<file path="src/rtl/banco_reg.sv">
// banco_reg: MIPS 32x32 register file, two async read ports, one debug port.
// Ports: clk, reset (async high), RegWrite/WriteReg/WriteData write side,
//   ReadReg1/2 -> ReadData1/2, DbgReg -> DbgData, WrDone write pulse.
module banco_reg #(
   parameter logic [31:0] SP_RESET = 32'd227,
   parameter bit          BYPASS   = 1'b0
) (
   input  logic        clk,
   input  logic        reset,
   input  logic        RegWrite,
   input  logic [4:0]  ReadReg1,
   input  logic [4:0]  ReadReg2,
   input  logic [4:0]  WriteReg,
   input  logic [31:0] WriteData,
   output logic [31:0] ReadData1,
   output logic [31:0] ReadData2,
   input  logic [4:0]  DbgReg,
   output logic [31:0] DbgData,
   output logic        WrDone
);

   logic [31:0] regs [1:31];
   logic        wr_en;

   // r0 is never stored; a write to it is dropped entirely
   assign wr_en = RegWrite && (WriteReg != 5'd0);

   always_ff @(posedge clk or posedge reset) begin
      if (reset) begin
         for (int i = 1; i < 32; i++) begin
            regs[i] <= (i == 29) ? SP_RESET : 32'h0;
         end
         WrDone <= 1'b0;
      end else begin
         WrDone <= wr_en;
         if (wr_en) begin
            regs[WriteReg] <= WriteData;
         end
      end
   end

   function automatic logic [31:0] rd(input logic [4:0] a);
      rd = (a == 5'd0) ? 32'h0 : regs[a];
   endfunction

   // forwarding of the in-flight write; suppressed while reset holds
   logic hit1, hit2;
   assign hit1 = BYPASS && !reset && wr_en && (ReadReg1 == WriteReg);
   assign hit2 = BYPASS && !reset && wr_en && (ReadReg2 == WriteReg);

   assign ReadData1 = hit1 ? WriteData : rd(ReadReg1);
   assign ReadData2 = hit2 ? WriteData : rd(ReadReg2);
   assign DbgData   = rd(DbgReg);

endmodule

</file>
<file path="config.mk">
export PLATFORM = sky130hd
export DESIGN_NAME = banco_reg
export DESIGN_NICKNAME = d
export VERILOG_FILES = /design/src/rtl/banco_reg.sv
export SDC_FILE = /design/constraint.sdc
export NUM_CORES = 2
export LEC_CHECK = 0
export BUFFER_PORTS_ARGS = -buffer_cell sky130_fd_sc_hd__buf_2
export CAP_MARGIN = 20
export CELL_PAD_IN_SITES_DETAIL_PLACEMENT = 1
export CELL_PAD_IN_SITES_GLOBAL_PLACEMENT = 1
export CORE_MARGIN = 1
export CORE_UTILIZATION = 55
export DETAILED_ROUTE_END_ITERATION = 7
export GPL_TIMING_DRIVEN = 0
export PLACE_DENSITY_LB_ADDON = 0.2
export SKIP_LAST_GASP = 1
export SYNTH_ARGS = -nofsm -noshare
export SYNTH_HDL_FRONTEND = slang
export SYNTH_SLANG_ARGS = --single-unit
export TNS_END_PERCENT = 100
</file>
<file path="constraint.sdc">
create_clock -name clk -period 77.1 [get_ports clk]
set_input_delay 15.42 -clock clk [delete_from_list [all_inputs] [get_ports clk]]
set_output_delay 15.42 -clock clk [all_outputs]
set_load 0.005 [all_outputs]
</file>
---- Word-level counts from Yosys, hierarchy flattened ----
Index checks and enable logic that the tools add are counted.
storage, ports and cells
  flip-flop bits (word level) ............. 993
cells by class
  bitwise gates (word level) .............. 4
  muxes and demuxes ....................... 15
  reductions and logical operators ........ 6
  order comparisons ....................... 5
operators with widths
  operator              number
  $bwmux W992           1
  $bmux W32 S5          3
  $mux W32              10
  $demux W32 S5         1
  $ge A6 B6 Y1 const B  4
  $not A5 Y6            4
  $logic_not A5 Y1      3
  $lt A6 B1 Y1 const B  1
  $reduce_bool A5 Y1    1
  $logic_and A1 B1 Y1   2

---- Depth between registers and ports, before layout ----
  word-level depth ........................ 6
  mapped depth ............................ 9

---- Worst setup path before layout ----
Ideal clock, no wire load.
  path kind ............................... input -> output
  start point ............................. in ReadReg1[0]
  end point ............................... out ReadData1[12]
  stages .................................. 6
  data required time ...................... 61.680 ns
  path slack .............................. 44.899 ns
  path buffers ............................ 2
  data arrival time ....................... 16.781 ns
  path through ............................ buf_6 -> buf_2 -> mux4_2 -> a22o_1 -> a31oi_1 -> nor3_1
between the ends
  word-level cells in the longest chain between the ends .. 5
RTL lines
  element                                      RTL line  source
  start, declared                              11        input logic [4:0] ReadReg1,
  $not A5 Y6 (implied by the code)             43        rd = (a == 5'd0) ? 32'h0 : regs[a];
  $bmux W32 S5                                 43
  $mux W32 (implied by the code) (2 in a row)  43
  $mux W32 (*)                                 43
  end, declared                                15        output logic [31:0] ReadData1,
Every way passes the cells marked *; elsewhere a longest branch is shown, timed or not. The select of a mux whose other input is x is not followed.

---- Worst setup path after layout ----
  start point ............................. in ReadReg1[2]
  end point ............................... out ReadData1[1]
Same word-level chain as after synthesis.

==> results.cfg <==
[run_status]
status = finished, violations left
violated_checks = design-rule violations

[place]
hpwl_um = 211100
dp.cells = 5892
place_ws_ns = 43.16
last_weighted_congestion_value_of_the_routability_driven_placer = 1.053
numPortBuffers = 146

[global_routing]
grt_pass1_vias = 50530
grt_start_max_net_pins = 128
grt_first_pass_wirelength_um = 421900
grt_remaining_overflow = 0
antenna_found_initial = 24
grtUsageTotal_pct = 55.91

[power_and_ir_drop]
total_power_divided_by_cell_area_nw_per_um2 = 25.87
total_leakage_power_nw = 29.37
worst_ir_drop_vdd_uv = 23.61

[die]
placeableCoreArea_um2 = 108900
die-area_um2 = 111300
height_of_the_die_um = 333.6
die-width_um = 333.6
ioPinCount = 152
initial_utilization_pct = 55.54
std_cell_rows = 121

[cts]
clock_tree_from_tritoncts = yes
cts_resized = 0
clock_sinks = 993
clock_latency_on_the_worst_skew_pair_ns = 0.74
num_cts_buffers = 113
maximum_clock_path_buffer_count = 3
cts_htree_levels = 3
ctsHoldBuffers = 0
postCtsSetupBuffers = 0
clk_pin_slew_ns = 0.06
clock-root-buffer = sky130_fd_sc_hd__clkbuf_16

[sta]
report.final.slew_viol_count = 0
slew_headroom_pct = 7.391
finClkSkew_ns = 0
setup_viol = 0
setup_total_negative_slack_ns = 0
fin_ws_ns = 42.81
hold_violations = 0
grt_setup_unrepaired = false
finalCriticalPeriod_ns = 34.29
fmax_mhz = 29.16
worst_pin_slew_ns = 1.389
period_utilization_post_route_pct = 44.47

[worst_hold_path]
worstHoldStart = regs[290]$_DFFE_PP0P_
whs_path_depth = 1
worst_hold_path_type = reg2reg

[worst_setup_path]
worst-r2r-setup-slack_ns = 76.22
setup.worst_path.class = in2out
ff2ff_path_depth = 1
critical_path_launch_point = ReadReg1[2]
required_ns = 61.68
critical_path.startpoint_type = input port
critical_path_arrival_ns = 18.87
reg2reg_from = regs[544]$_DFFE_PP0P_
worstPathMaxFanout = 11
worstSetupEndpointType = output port

[cells_and_area]
commonest_non_fill_non_tap_cell_in_the_layout = sky130_fd_sc_hd__mux2_2
areaGrowthSynthToFinish_pct = 11.73
layoutNonFillerInstCount = 6152
mostFrequentLayoutCells = sky130_fd_sc_hd__mux2_2 (1119), sky130_fd_sc_hd__dfrtp_1 (988), sky130_fd_sc_hd__mux4_2 (496)
drive_above_1_share_pct = 48.90
design.final.nets = 4661

[synthesis]
ys_ff_latch = 993
distinct_cell_type_count_after_synthesis = 44
synth_enable_flop_cells = 0
netlist.top_cell.by_area = sky130_fd_sc_hd__dfrtp_1
synthesis.area_per_instance_um2 = 14.05
yosys_top_cell_area_share_pct = 40.89
asyncSetResetFlopFracSynth_pct = 100.0
synthCells = 4303
netlist_area_um2 = 60460
postSynthNetCount = 4358
ys_top_cells_by_area = sky130_fd_sc_hd__dfrtp_1 (41%), sky130_fd_sc_hd__mux2_2 (21%), sky130_fd_sc_hd__mux4_2 (18%)
yosys_warnings = 0
synth-seq-area-share_pct = 41.11
ys.flop_type = sky130_fd_sc_hd__dfrtp_1

[route]
drt-total-wl_um = 310800
drt_pass1_iterations = 8
drcViolationCount = 12
wl_cell_um = 50.52
initialDrtViolationCount = 9484
detail_route_antenna_nets = 0
vias_per_cell = 8.348
via_count = 51360

[run]
max-cap-violations = 0
-- power by group --
group / switching [W] / internal, W
combinational: 0.000217 / 0.000233
clock: 0.000243 / 0.000315
sequential: 0.000116 / 0.000623
total: 0.000576 / 0.00117
-- registers in the layout, indices dropped and copies added (netlist names) --
name / cells
WrDone: 1
regs: 992
-- worst max-delay path, cell delays in order --
cell	delay, ns
sky130_fd_sc_hd__buf_2	0.22
sky130_fd_sc_hd__buf_2	0.40
sky130_fd_sc_hd__buf_2	0.46
sky130_fd_sc_hd__nand3b_1	0.38
sky130_fd_sc_hd__clkbuf_1	0.91
sky130_fd_sc_hd__o22ai_1	0.22
sky130_fd_sc_hd__nor3_1	0.61
sky130_fd_sc_hd__buf_2	0.24
-- metrics by stage --
stage          hold WS (ns)  power (W)  cell area (um2)  util (%)
6_report             0.5513   0.001748            67550     62.06
3_3_place_gp         0.5209   0.001134            62960     57.84
3_5_place_dp         0.5348   0.001161            63550     58.38
4_1_cts              0.5479   0.001710            67280     61.81
5_1_grt              0.5708   0.001776            67470     61.98
2_1_floorplan        0.4951   0.001001            60460         -
-- synth_stat cells (3+ instances only) --
cell type,count
sky130_fd_sc_hd__a221o_1,95
sky130_fd_sc_hd__a221oi_1,6
sky130_fd_sc_hd__a22o_1,76
sky130_fd_sc_hd__a22oi_1,189
sky130_fd_sc_hd__a31oi_1,62
sky130_fd_sc_hd__and2_1,7
sky130_fd_sc_hd__and3_1,3
sky130_fd_sc_hd__and3b_1,5
sky130_fd_sc_hd__buf_1,18
sky130_fd_sc_hd__buf_2,165
sky130_fd_sc_hd__buf_4,85
sky130_fd_sc_hd__buf_6,17
sky130_fd_sc_hd__clkbuf_1,212
sky130_fd_sc_hd__dfrtp_1,988
sky130_fd_sc_hd__dfstp_2,5
sky130_fd_sc_hd__mux2_1,3
sky130_fd_sc_hd__mux2_2,1119
sky130_fd_sc_hd__mux2i_1,321
sky130_fd_sc_hd__mux4_2,496
sky130_fd_sc_hd__nand2_1,18
sky130_fd_sc_hd__nand2b_1,20
sky130_fd_sc_hd__nand3_1,69
sky130_fd_sc_hd__nand3b_1,7
sky130_fd_sc_hd__nand4_1,32
sky130_fd_sc_hd__nor2_1,21
sky130_fd_sc_hd__nor2b_1,14
sky130_fd_sc_hd__nor3_1,63
sky130_fd_sc_hd__nor3b_1,5
sky130_fd_sc_hd__o22ai_1,143
sky130_fd_sc_hd__or2_2,5
sky130_fd_sc_hd__or3_1,15
-- cell families (layout without fill, tap and decap cells) --
group | Yosys count | after routing | share of synthesized area [%]
muxes | 1939 | 1939 | 44.69
DFF | 993 | 993 | 41.11
AOI/OAI and AO/OA | 579 | 579 | 7.326
buffers and inverters | 500 | 900 | 4.186
and+or+nand+nor | 292 | 292 | 2.690
other | 0 | 35 | 0
-- path summary, 6_finish.rpt --
check,endpoint
max in group asynchronous,regs[19]$_DFFE_PP0P_
min in group asynchronous,regs[322]$_DFFE_PP0P_
setup / recovery,ReadData1[1]
setup reg to reg,regs[544]$_DFFE_PP0P_
hold / removal,regs[290]$_DFFE_PP0P_
hold reg to reg,regs[290]$_DFFE_PP0P_
-- final cells by class --
type	instances	area, um2
clock buffers	176	3405
inverters	2	15.01
fillers	10200	41300
diodes	35	87.58
well taps	1414	1769
clock inverters	36	326.6
flip-flops and latches	993	24860
plain buffers	498	2560
repair buffers	188	1460
multi-input cells	2810	33070
-- metal layers --
layer / share of wire, % / GRT usage (%) / vias to the layer above
li1: - / - / 17800
met1: 33 / 66.88 / 26360
met2: 39 / 73.63 / 5500
met3: 17 / 31.92 / 1681
met4: 9.7 / 42.72 / 13
met5: 0.088 / 0.1737 / -
No activity file was read; power rests on OpenSTA's default activity.
